$ cat config.mk
export PLATFORM = sky130hd
export DESIGN_NAME = async_operand_issue
export DESIGN_NICKNAME = d
export VERILOG_FILES = /design/src/rtl/async_operand_issue.sv
export SDC_FILE = /design/constraint.sdc
export NUM_CORES = 1
export LEC_CHECK = 0
export BUFFER_PORTS_ARGS = -buffer_cell sky130_fd_sc_hd__buf_2
export CORE_UTILIZATION = 43
export DETAILED_ROUTE_END_ITERATION = 10
export GPL_ROUTABILITY_DRIVEN = 0
export PLACE_DENSITY_LB_ADDON = 0.15
export SETUP_SLACK_MARGIN = 0.15
export SYNTH_ARGS = -nofsm -noshare
export SYNTH_HDL_FRONTEND = slang
export SYNTH_SLANG_ARGS = --single-unit
export TNS_END_PERCENT = 30
$ cat constraint.sdc
create_clock -name clk -period 2.6 [get_ports clk]
set_input_delay 0.13 -clock clk [delete_from_list [all_inputs] [get_ports clk]]
set_output_delay 0.13 -clock clk [all_outputs]
set_load 0.03 [all_outputs]
$ cat src/rtl/async_operand_issue.sv
// async_operand_issue: clocked host to dual-rail operand issue stage with a four-phase RZ handshake.
// Optional ASYNC_ISSUE_ACK_SYNC_EN: 2-flop ack synchronizers instead of a single sampling flop.

package pa_AsyncCordic;
  parameter int RW = 15;
  parameter int EW = 7;

  typedef struct packed {
    logic data_1;
    logic data_0;
  } dual_rail_t;

  typedef struct packed {
    dual_rail_t [RW:0] radicand;
    dual_rail_t [EW:0] exp;
  } operand_t;
endpackage

// state  | meaning
// IDLE   | spacer on outputs, ready for a host operand once acks are low
// DATA   | codeword driven, waiting for both acks high
// SPACER | spacer driven, waiting for both acks low
module async_operand_issue #(
  parameter int RW      = pa_AsyncCordic::RW,
  parameter int EW      = pa_AsyncCordic::EW,
  parameter int TIMEOUT = 1024
) (
  input  logic                       clk,
  input  logic                       arstn,
  input  logic                       in_valid,
  input  logic [RW:0]                in_radicand,
  input  logic [EW:0]                in_exp,
  output logic                       in_ready,
  output pa_AsyncCordic::operand_t   data_x,
  output pa_AsyncCordic::dual_rail_t ctrl,
  input  logic                       x_ack,
  input  logic                       ctrl_ack,
  output logic                       busy,
  output logic                       err_timeout
);

`ifdef ASYNC_ISSUE_ACK_SYNC_EN
  localparam int SYNC_STAGES = 2;
`else
  localparam int SYNC_STAGES = 1;
`endif

  localparam int CW = (TIMEOUT > 0) ? $clog2(TIMEOUT + 1) : 1;
  localparam logic [CW-1:0] CNT_MAX = CW'(TIMEOUT);
  localparam logic [CW-1:0] CNT_ERR = (TIMEOUT > 0) ? CW'(TIMEOUT - 1) : '0;

  typedef enum logic [1:0] {
    IDLE   = 2'd0,
    DATA   = 2'd1,
    SPACER = 2'd2
  } state_t;

  state_t state_q, state_d;

  logic [SYNC_STAGES-1:0] x_sync_q, c_sync_q, fill_q;
  logic                   ack_hi, ack_lo;
  logic                   accept, leave_data;
  logic [CW-1:0]          phase_cnt_q;

  function automatic pa_AsyncCordic::operand_t encode(input logic [RW:0] r, input logic [EW:0] e);
    pa_AsyncCordic::operand_t o;
    o = '0;
    for (int i = 0; i <= RW; i++) begin
      o.radicand[i].data_1 = r[i];
      o.radicand[i].data_0 = ~r[i];
    end
    for (int i = 0; i <= EW; i++) begin
      o.exp[i].data_1 = e[i];
      o.exp[i].data_0 = ~e[i];
    end
    return o;
  endfunction

  // fill_q marks when the sampled acks reflect post-reset input, so in_ready cannot rise on reset values
  always_ff @(posedge clk) begin
    if (!arstn) begin
      x_sync_q <= '0;
      c_sync_q <= '0;
      fill_q   <= '0;
    end else begin
      x_sync_q[0] <= x_ack;
      c_sync_q[0] <= ctrl_ack;
      fill_q[0]   <= 1'b1;
      for (int i = 1; i < SYNC_STAGES; i++) begin
        x_sync_q[i] <= x_sync_q[i-1];
        c_sync_q[i] <= c_sync_q[i-1];
        fill_q[i]   <= fill_q[i-1];
      end
    end
  end

  assign ack_hi = x_sync_q[SYNC_STAGES-1] && c_sync_q[SYNC_STAGES-1];
  assign ack_lo = !x_sync_q[SYNC_STAGES-1] && !c_sync_q[SYNC_STAGES-1] && fill_q[SYNC_STAGES-1];

  always_ff @(posedge clk) begin
    if (!arstn) state_q <= IDLE;
    else        state_q <= state_d;
  end

  always_comb begin
    state_d    = state_q;
    accept     = 1'b0;
    leave_data = 1'b0;
    in_ready   = 1'b0;
    case (state_q)
      IDLE: begin
        in_ready = ack_lo;
        if (in_valid && ack_lo) begin
          accept  = 1'b1;
          state_d = DATA;
        end
      end
      DATA: begin
        if (ack_hi) begin
          leave_data = 1'b1;
          state_d    = SPACER;
        end
      end
      SPACER: begin
        if (ack_lo) state_d = IDLE;
      end
      default: state_d = IDLE;
    endcase
  end

  // Whole word switches in one edge: codeword on accept, all-zero spacer on leaving DATA
  always_ff @(posedge clk) begin
    if (!arstn) begin
      data_x <= '0;
      ctrl   <= '0;
      busy   <= 1'b0;
    end else begin
      busy <= (state_d != IDLE);
      if (accept) begin
        data_x      <= encode(in_radicand, in_exp);
        ctrl.data_1 <= in_exp[0];
        ctrl.data_0 <= ~in_exp[0];
      end else if (leave_data) begin
        data_x <= '0;
        ctrl   <= '0;
      end
    end
  end

  always_ff @(posedge clk) begin
    if (!arstn) begin
      phase_cnt_q <= '0;
      err_timeout <= 1'b0;
    end else begin
      if (state_d != state_q) begin
        phase_cnt_q <= '0;
      end else if (state_q != IDLE && phase_cnt_q != CNT_MAX) begin
        phase_cnt_q <= phase_cnt_q + 1'b1;
      end
      if (TIMEOUT != 0 && state_q != IDLE && phase_cnt_q == CNT_ERR) begin
        err_timeout <= 1'b1;
      end
    end
  end

endmodule
==> flow_summary.yaml <==
setup_path:
  critPathMaxFanout: 40
  cp.required_ns: 2.81
  reg2reg_slack_ns: 0.63
  r2r_end: "data_x[39]"
  path_delay_family: "simple AND/OR/NAND/NOR gates"
  worstSetupEndpointType: "flip-flop"
  path_cells: "or3b_4, or3_1, buf_4, nand3_1, a21oi_1"
  cp_num_buf_inv: 1
  r2r-start: "c_sync_q"
  cp_slowest_cell: "or3_1"
  startpoint_type: "flip-flop"
  cpPeakStageDelay_ns: 0.51
  path_class: "flip-flop to flip-flop"
  ff2ff_path_depth: 5
  worst_ep_arrival_time_ns: 2.17
min_path:
  holdPathStages: 1
  min_to: "fill_q"
  min-delay-start: "arstn"
  min_path_type: "input port to flip-flop"
floorplan:
  die_area_sq_um: 6440
  fp.dieH_microns: 80.2
  die_w_microns: 80.2
  initial_utilization_pct: 44.5
  fp-row-count: 28
  ios: 82
  core-area_sq_um: 5920
run_status:
  status: "completed"
drt:
  wl_per_cell_microns: 12.4
  drc: 0
  dr.first_iter.drc_count: 82
  ant_nets: 0
  post_drt_via_cell_ratio: 5.06
  wl_microns: 5790
  drt_first_pass_iters: 4
  vias: 2357
placed_design:
  place_area_sq_um: 3070
  port_buffers: 81
  place_inst: 450
  dpl.hpwl_microns: 3830
global_routing:
  grt_pass1_vias: 2128
  grt_pass1_wl_microns: 9560
  grt_start_max_net_pins: 41
  antenna_found_initial: 0
  track_usage_pct: 19.1
  grt-ovfl-total: 0
timing:
  fin_crit_sh_pct: 75.6
  period_needed_ns: 1.97
  slew_violations: 0
  relSlewSlack_pct: 67.8
  finClkSkew_ns: 0.00438
  worst_pin_slew_ns: 0.481
  rsz0062_at_grt: "false"
  finalSetupViolCount: 0
  finalSetupTns_ns: 0
  fmax_mhz: 509
  hold_viol_final: 0
cells_and_area:
  nets: 417
  fin_cells: 466
  fillers: 569
  diodes: 0
  layout_commonest_cell: "buf_2"
  layout-drive-gt1-share_pct: 26.9
  syn2layout_area_growth_pct: 23.6
  final_cell_mix: "81 x buf_2, 66 x dfxtp_1, 52 x a21oi_1, 51 x nand3_1"
  fin_area_sq_um: 3250
synth:
  ys_ff_latch: 66
  netlist_instances: 309
  synthDistinctLibCells: 34
  synthDominantCellAreaShare_pct: 50.2
  yosysSeqAreaShare_pct: 50.2
  yosys.area.top_type: "dfxtp_1"
  ys_warn_count: 0
  synth_area_leaders: "dfxtp_1 50%, a21oi_1 9.9%, nand3_1 9.7%"
  synth.net_count: 340
  syn-cell-area_sq_um: 2630
  synth_area_per_cell_sq_um: 8.52
cts:
  clkTransAtPathRegs_ns: 0.07
  h-tree-depth: 3
  ctsHoldBuffers: 0
  post_cts_buffers: 0
  cts_sinks: 66
  cts_resized: 0
  clockBufferDepth: 2
  cts_tree: "done"
  numCtsBuffers: 9
  cts_root_buf: "clkbuf_8"
  insertion_delay_ns: 0.32
pwr:
  p_leak_nw: 1.35
  vdd_drop_max_mv: 0.315
  pwr_density_cell_nw_per_um2: 643
run:
  cap_violations: 0
==> routing by layer <==
layer	track usage [%]	wire, microns
met5	0	0
met4	9.64	87
met3	5.91	418
met2	27.9	2580
met1	25.3	2710
==> through the flow <==
stage | total power [mW] | worst slack (ns) | hold WS, ns | util (%)
after CTS | 2.12 | 0.641 | 0.0162 | 54.9
final | 2.09 | 0.635 | 0.0270 | 54.9
after global routing | 2.19 | 0.546 | 0.0199 | 54.9
after detailed placement | 1.33 | 0.650 | 0.350 | 51.9
after global placement | 1.33 | 0.699 | 0.362 | 51.9
after floorplan | 1.26 | 0.943 | 0.158 | -
==> power breakdown <==
group	internal [mW]	switching, mW
Clock	0.422	0.360
Sequential	1.05	0.0203
Combinational	0.0814	0.160
==> flip-flops by register name (all words and copies together), names as in the netlist <==
| signal | flops |
|---|---|
| x_sync_q | 1 |
| state_q | 2 |
| fill_q | 1 |
| err_timeout | 1 |
| c_sync_q | 1 |
| data_x | 48 |
| phase_cnt_q | 11 |
| busy | 1 |
==> cell usage after synthesis, drive strengths merged <==
master,number
nor3,3
o21a,1
ha,2
dfxtp,66
mux2i,2
o21bai,1
nand4,5
nand2b,27
or3b,1
a21oi,52
xnor2,6
clkinv,1
a31oi,1
xor2,3
nand2,27
or2,1
nor2,15
a22o,1
nand4b,1
o21ai,2
nor4,3
and2,2
buf,8
a311oi,1
nor2b,1
nor4bb,1
clkbuf,14
and3,1
nor4b,1
inv,7
or3,1
nand3,51
==> worst max-delay path by stage <==
stage,from,to,slack (ns),cells past startpoint
after detailed placement,c_sync_q,data_x[39],0.65,5
after CTS,c_sync_q,data_x[39],0.64,5
final,c_sync_q,data_x[39],0.63,5
after floorplan,c_sync_q,data_x[32],0.94,6
after global placement,c_sync_q,data_x[9],0.70,5
after global routing,c_sync_q,data_x[34],0.55,5
==> cells by family (layout without fill, tap and decap cells) <==
group                    count (synthesis)  after routing  share of synthesized area [%]
AO/OA/AOI/OAI                           59             59                           11.7
XOR/XNOR                                 9              9                           2.99
adder cells (fa/ha/maj)                  2              2                          0.950
buffers and inverters                   30            112                           5.70
flip-flops                              66             66                           50.2
multiplexers                             2              2                          0.760
AND/OR/NAND/NOR                        141            141                           27.7
==> area by class of cell <==
class | count | area [sq um] | area share, %
sequential | 66 | 1320 | 40.6
tap | 75 | 93.8 | 2.88
inverter | 8 | 30.0 | 0.923
clock buffer | 14 | 173 | 5.31
clock inverter | 2 | 10.0 | 0.308
timing repair buffer | 88 | 458 | 14.1
multi-input combinational | 213 | 1170 | 35.9
(Power assumes the default switching activity.)
